File: src/rtl/load_store_unit_pkg.sv
// Shared encodings for the load/store unit: access sizes and FSM states.
// Imported by the lane aligner and the top level.
package load_store_unit_pkg;

   localparam logic [1:0] SIZE_B = 2'b00;
   localparam logic [1:0] SIZE_H = 2'b01;
   localparam logic [1:0] SIZE_W = 2'b10;

   typedef enum logic {
      ST_IDLE  = 1'b0,
      ST_WRITE = 1'b1
   } lsu_state_t;

endpackage

File: src/rtl/lsu_lane_align.sv
// Lane steering: load extract/extend, sub-word store merge, misalign detect.
// Purely combinational; size 2'b11 behaves as a word.
module lsu_lane_align
   import load_store_unit_pkg::*;
(
   input  logic [31:0] word_in,
   input  logic [31:0] wdata,
   input  logic [1:0]  size,
   input  logic [1:0]  offset,
   input  logic        is_unsigned,
   output logic [31:0] load_data,
   output logic [31:0] word_out,
   output logic        misalign
);

   logic [31:0] shifted;
   logic [7:0]  lane_b;
   logic [15:0] lane_h;

   always_comb begin
      shifted  = word_in >> {offset, 3'b000};
      lane_b   = shifted[7:0];
      lane_h   = offset[1] ? word_in[31:16] : word_in[15:0];
      word_out = word_in;
      case (size)
         SIZE_B: begin
            load_data = {{24{~is_unsigned & lane_b[7]}}, lane_b};
            word_out[{offset, 3'b000} +: 8] = wdata[7:0];
            misalign  = 1'b0;
         end
         SIZE_H: begin
            load_data = {{16{~is_unsigned & lane_h[15]}}, lane_h};
            word_out[{offset[1], 4'b0000} +: 16] = wdata[15:0];
            misalign  = offset[0];
         end
         default: begin
            load_data = word_in;
            word_out  = wdata;
            misalign  = |offset;
         end
      endcase
   end

endmodule

File: src/rtl/load_store_unit.sv
// Load/store unit between the CPU memory stage and a word-wide data memory.
// Sub-word stores use a two-cycle read-modify-write that stalls the CPU.
module load_store_unit
   import load_store_unit_pkg::*;
#(
   parameter int CNT_W = 16
) (
   input  logic             clk,
   input  logic             reset,
   input  logic             cpu_req,
   input  logic             cpu_we,
   input  logic [1:0]       cpu_size,
   input  logic             cpu_unsigned,
   input  logic [31:0]      cpu_addr,
   input  logic [31:0]      cpu_wdata,
   output logic [31:0]      cpu_rdata,
   output logic             cpu_stall,
   output logic             cpu_misalign,
   output logic             err_sticky,
   output logic [CNT_W-1:0] load_cnt,
   output logic [CNT_W-1:0] store_cnt,
   output logic [31:0]      mem_access_addr,
   output logic [31:0]      mem_write_data,
   output logic             mem_write_en,
   output logic             mem_read,
   input  logic [31:0]      mem_read_data
);

   lsu_state_t  state_q, state_d;
   logic [31:0] merged_q, addr_q;
   logic [31:0] load_data, merged;
   logic        mis, idle_ok, ld_inc, st_inc, rmw_start;

   lsu_lane_align u_align (
      .word_in     (mem_read_data),
      .wdata       (cpu_wdata),
      .size        (cpu_size),
      .offset      (cpu_addr[1:0]),
      .is_unsigned (cpu_unsigned),
      .load_data   (load_data),
      .word_out    (merged),
      .misalign    (mis)
   );

   // A misaligned request is reported but never touches memory or the FSM.
   assign idle_ok   = (state_q == ST_IDLE) && cpu_req && !mis;
   assign ld_inc    = idle_ok && !cpu_we;
   assign rmw_start = idle_ok && cpu_we && !cpu_size[1];
   assign st_inc    = (idle_ok && cpu_we && cpu_size[1]) ||
                      (state_q == ST_WRITE);

   always_comb begin
      state_d         = state_q;
      cpu_rdata       = '0;
      cpu_stall       = 1'b0;
      cpu_misalign    = 1'b0;
      mem_access_addr = '0;
      mem_write_data  = '0;
      mem_write_en    = 1'b0;
      mem_read        = 1'b0;
      case (state_q)
         ST_IDLE: begin
            if (cpu_req) begin
               mem_access_addr = {cpu_addr[31:2], 2'b00};
               cpu_misalign    = mis;
               if (!mis) begin
                  if (!cpu_we) begin
                     mem_read  = 1'b1;
                     cpu_rdata = load_data;
                  end else if (cpu_size[1]) begin
                     mem_write_en   = 1'b1;
                     mem_write_data = cpu_wdata;
                  end else begin
                     mem_read  = 1'b1;
                     cpu_stall = 1'b1;
                     state_d   = ST_WRITE;
                  end
               end
            end
         end
         ST_WRITE: begin
            mem_access_addr = addr_q;
            mem_write_data  = merged_q;
            mem_write_en    = 1'b1;
            state_d         = ST_IDLE;
         end
         default: state_d = ST_IDLE;
      endcase
   end

   always_ff @(posedge clk or posedge reset) begin
      if (reset) begin
         state_q    <= ST_IDLE;
         merged_q   <= '0;
         addr_q     <= '0;
         load_cnt   <= '0;
         store_cnt  <= '0;
         err_sticky <= 1'b0;
      end else begin
         state_q <= state_d;
         if (rmw_start) begin
            merged_q <= merged;
            addr_q   <= {cpu_addr[31:2], 2'b00};
         end
         if (ld_inc)
            load_cnt <= load_cnt + CNT_W'(1);
         if (st_inc)
            store_cnt <= store_cnt + CNT_W'(1);
         if (state_q == ST_IDLE && cpu_req && mis)
            err_sticky <= 1'b1;
      end
   end

endmodule

File: config.mk
export PLATFORM = sky130hd
export DESIGN_NAME = load_store_unit
export DESIGN_NICKNAME = d
export VERILOG_FILES = /design/src/rtl/load_store_unit_pkg.sv /design/src/rtl/lsu_lane_align.sv /design/src/rtl/load_store_unit.sv
export SDC_FILE = /design/constraint.sdc
export NUM_CORES = 1
export LEC_CHECK = 0
export CORE_ASPECT_RATIO = 1.4
export CORE_MARGIN = 8
export CORE_UTILIZATION = 35
export DETAILED_ROUTE_END_ITERATION = 8
export PLACE_DENSITY_LB_ADDON = 0.2
export SETUP_SLACK_MARGIN = 0.1
export SYNTH_ARGS = -nofsm -noshare
export SYNTH_HDL_FRONTEND = slang
export SYNTH_SLANG_ARGS = --single-unit
File: constraint.sdc
create_clock -name clk -period 7.55 [get_ports clk]
set_input_delay 2.265 -clock clk [delete_from_list [all_inputs] [get_ports clk]]
set_output_delay 2.265 -clock clk [all_outputs]
set_load 0.01 [all_outputs]
==> impl_metrics.env <==
export IMPL_finalCriticalPeriod_ps=7130
export IMPL_die_area_um2=21600
export IMPL_synthAdderAreaFrac_pct=1.47
export IMPL_worst_path_buf_inv=4
export IMPL_startpoint_type="primary input"
export IMPL_nNetsFinal=1000
export IMPL_core_area_um2=16700
export IMPL_synth_compound_area_share_pct=24.6
export IMPL_critPathMaxStageDelay_ps=580
export IMPL_pwr_share_seq_pct=42.2
export IMPL_detail_route_iter0_violations=535
export IMPL_cts_buffers=9
export IMPL_die_x_um=126
export IMPL_synthMuxAreaShare_pct=4.40
export IMPL_drive_gt1_share_pct=5.81
export IMPL_clk_pin_slew_ps=70
export IMPL_htree_num_levels=3
export IMPL_crit_cells=9
export IMPL_ys_types=53
export IMPL_pre_cts_ws_ps=403
export IMPL_postCtsSetupBuffers=0
export IMPL_cp_arrival_ps=4860
export IMPL_clock_latency_ps=350
export IMPL_clkPwrFrac_pct=30.7
export IMPL_worst_slack_ps=420
export IMPL_gp_congestion=0.916
export IMPL_finClkSkew_ps=5.53
export IMPL_slew_headroom_pct=23.1
export IMPL_p_per_area_nw_per_um2=182
export IMPL_wl_per_cell_um=20.5
export IMPL_hold_class="reg2reg"
export IMPL_syn_to_final_growth_pct=47.3
export IMPL_antenna_left=0
export IMPL_clockBufferDepth=2
export IMPL_end_kind="output pin"
export IMPL_p_sw_share_pct=30.6
export IMPL_synth_ff_type="dfrtp_1"
export IMPL_hpwlAfterDp_um=16600
export IMPL_grt_max_degree=79
export IMPL_grt_overflow=0
export IMPL_tritoncts="built"
export IMPL_synth_edf_count=0
export IMPL_dr_pass1_iters=6
export IMPL_initial_core_util_pct=35.7
export IMPL_ff2ff_path_depth=7
export IMPL_postPlaceCellArea_um2=8480
export IMPL_synth_xor_area_share_pct=4.40
export IMPL_ys_seq_elements=96
export IMPL_fmax_ghz=0.140
export IMPL_ys_async_sr_fraction_pct=100
export IMPL_vias=6098
export IMPL_root_buffer="clkbuf_16"
export IMPL_power_leakage_nw=3.81
export IMPL_syn_inst=681
export IMPL_routed_wl_um=22600
export IMPL_outcome="finished, final reports clean"
export IMPL_worstSetupPathType="in2out"
export IMPL_port_buffers=233
export IMPL_path_max_fanout=14
export IMPL_slew_violations=0
export IMPL_grt_pass1_vias=6150
export IMPL_worstMarginPinSlew_ps=1140
export IMPL_grt_setup_unrepaired="false"
export IMPL_crit_path_top_delay_cell="clkdlybuf4s50_1"
export IMPL_crit_path_cell_trace="clkdlybuf4s50_1 > inv_1 > ha_1 > nor2b_1 > nor4_4 > buf_4 > o311ai_1 > nor2_1 > clkdlybuf4s50_1"
export IMPL_setup_total_negative_slack_ps=0
export IMPL_ys_seq_area_share_pct=40.2
export IMPL_final_fill_count=1582
export IMPL_hold_buffers=0
export IMPL_p_int_mw=1.11
export IMPL_required_ps=5290
export IMPL_hold_depth=1
export IMPL_comb_power_share_pct=27.1
export IMPL_grt_pass1_wl_um=35300
export IMPL_worst_ir_drop_vdd_v=0.0000883
export IMPL_fin_crit_sh_pct=94.4
export IMPL_grtUsageTotal_pct=20.7
export IMPL_cts_resized=0
export IMPL_p_sw_uw=490
export IMPL_viasPerCell=5.55
export IMPL_setup_viol=0
export IMPL_syn_area_um2=5980
export IMPL_stdcell_area_um2=8800
export IMPL_row_count=56
export IMPL_final_hold_viol_count=0
export IMPL_die_h_um=171
export IMPL_ios=236
export IMPL_path_common_cell="clkdlybuf4s50_1"
export IMPL_crit_family="buffers and inverters"
export IMPL_drv_cap=0
export IMPL_ys_warn_count=0
export IMPL_drc=0
export IMPL_clock_sinks=96
export IMPL_antenna_found_initial=1
export IMPL_synth_top_family_by_area="compound AO/OA/AOI/OAI gates"
export IMPL_yosys_area_share_simple_pct=20.0
export IMPL_syn_avg_cell_area_um2=8.78
-- kinds of logic (layout without fill, tap and decap cells) --
logic type / count (synthesis) / count (layout)
adders and majority gates: 7 / 7
and+or+nand+nor: 259 / 259
AOI/OAI and AO/OA: 192 / 192
xor gates and xnor gates: 30 / 30
muxes: 26 / 26
other: 1 / 3
DFF: 96 / 96
buffers and inverters: 70 / 283
-- power by group through the flow --
stage | registers, mW | clock network, mW | logic [mW]
floorplan | 0.674 | 0 | 0.204
global placement | 0.681 | 0 | 0.432
detailed placement | 0.686 | 0 | 0.436
CTS | 0.676 | 0.502 | 0.438
global route | 0.688 | 0.522 | 0.474
finish | 0.676 | 0.492 | 0.434
-- sequential cells by signal, summed over array words and instances, names as in the netlist --
name and count:
err_sticky 1, state_q 1, merged_q 32, load_cnt 16, addr_q 30, store_cnt 16
-- per-stage QoR --
step / power (mW) / hold WS [ps] / std cells / utilization, %
detailed placement: 1.12 / 460 / 1082 / 50.6
finish: 1.60 / 471 / 1099 / 52.6
CTS: 1.62 / 478 / 1098 / 52.5
floorplan: 0.878 / 446 / 682 / -
global route: 1.68 / 499 / 1099 / 52.6
global placement: 1.11 / 452 / 1082 / 50.6
-- final cells by class --
| cell class | count | area (um^2) | share of cell area (%) |
|---|---|---|---|
| Antenna cell | 1 | 2.50 | 0.0284 |
| Clock inverter | 4 | 51.3 | 0.583 |
| Inverter | 16 | 62.6 | 0.711 |
| Clock buffer | 12 | 267 | 3.03 |
| Timing Repair Buffer | 251 | 2460 | 28.0 |
| Tap cell | 203 | 254 | 2.88 |
| Multi-Input combinational cell | 516 | 3300 | 37.5 |
| Sequential cell | 96 | 2400 | 27.3 |
-- metal layers --
metal | global-route usage (%) | vias up | wire length (um)
met5 | 0 | - | 0
met4 | 7.87 | 0 | 509
met3 | 6.04 | 33 | 1710
met2 | 34.2 | 266 | 10900
met1 | 24.9 | 2900 | 9430
li1 | - | 2899 | -
-- placed cells by master, fill, tap and decap left out, types with 2 or more instances in the layout --
cell type and instances:
clkdlybuf4s50_1 232, nand2_1 140, dfrtp_1 95, a22o_1 54
nor2_1 47, a221oi_1 36, a21oi_1 27, mux2i_1 24
xnor2_1 24, o21ai_0 24, buf_4 18, a21o_1 17
a2111oi_0 16, inv_1 15, nand3_1 14, nor4_1 10
nand4_1 9, clkbuf_16 9, a32o_1 7, ha_1 7
and3_1 6, xor2_1 6, nor3_1 5, and4_1 3
nor2b_1 3, a22oi_1 3, clkbuf_8 3, nor4_2 2
nand2b_2 2, and2_1 2, or2_2 2, mux2_2 2
nand2b_1 2, conb_1 2
-- worst reg2reg max path, stage by stage (launching register included) --
cell and delay, ps:
dfrtp_2 400, buf_4 310, nor2b_2 190, buf_4 300
nand4_4 130, buf_4 360, a2111oi_0 720, a21o_1 140
-- cells in the mapped netlist, drive strengths merged, types with 3 or more instances --
cell | n | area (um^2)
a22o | 54 | 473
clkbuf | 36 | 135
nand4 | 10 | 68.8
a2111oi | 16 | 140
and3 | 6 | 37.5
a32o | 7 | 70.1
mux2i | 24 | 240
o21ai | 25 | 125
nand2b | 4 | 27.5
inv | 16 | 60.1
nand2 | 140 | 526
buf | 18 | 98.8
nor3 | 6 | 41.3
dfrtp | 96 | 2400
nor4 | 13 | 109
a221oi | 36 | 315
xor2 | 6 | 52.6
a22oi | 3 | 22.5
nor2 | 48 | 180
ha | 7 | 87.6
xnor2 | 24 | 210
nand3 | 14 | 70.1
and4 | 3 | 26.3
nor2b | 4 | 25.0
a21oi | 27 | 135
a21o | 17 | 128
-- final timing paths --
| check | from | endpoint | slack (ps) |
|---|---|---|---|
| hold reg to reg | err_sticky | err_sticky | 470 |
| min in group asynchronous | reset | store_cnt[1] | 2210 |
| hold / removal | err_sticky | err_sticky | 470 |
| setup reg to reg | state_q | merged_q[29] | 4950 |
| max in group asynchronous | reset | state_q | 3980 |
| setup / recovery | cpu_addr[0] | cpu_rdata[22] | 420 |
Note: power is estimated with default switching activity, not from simulation.
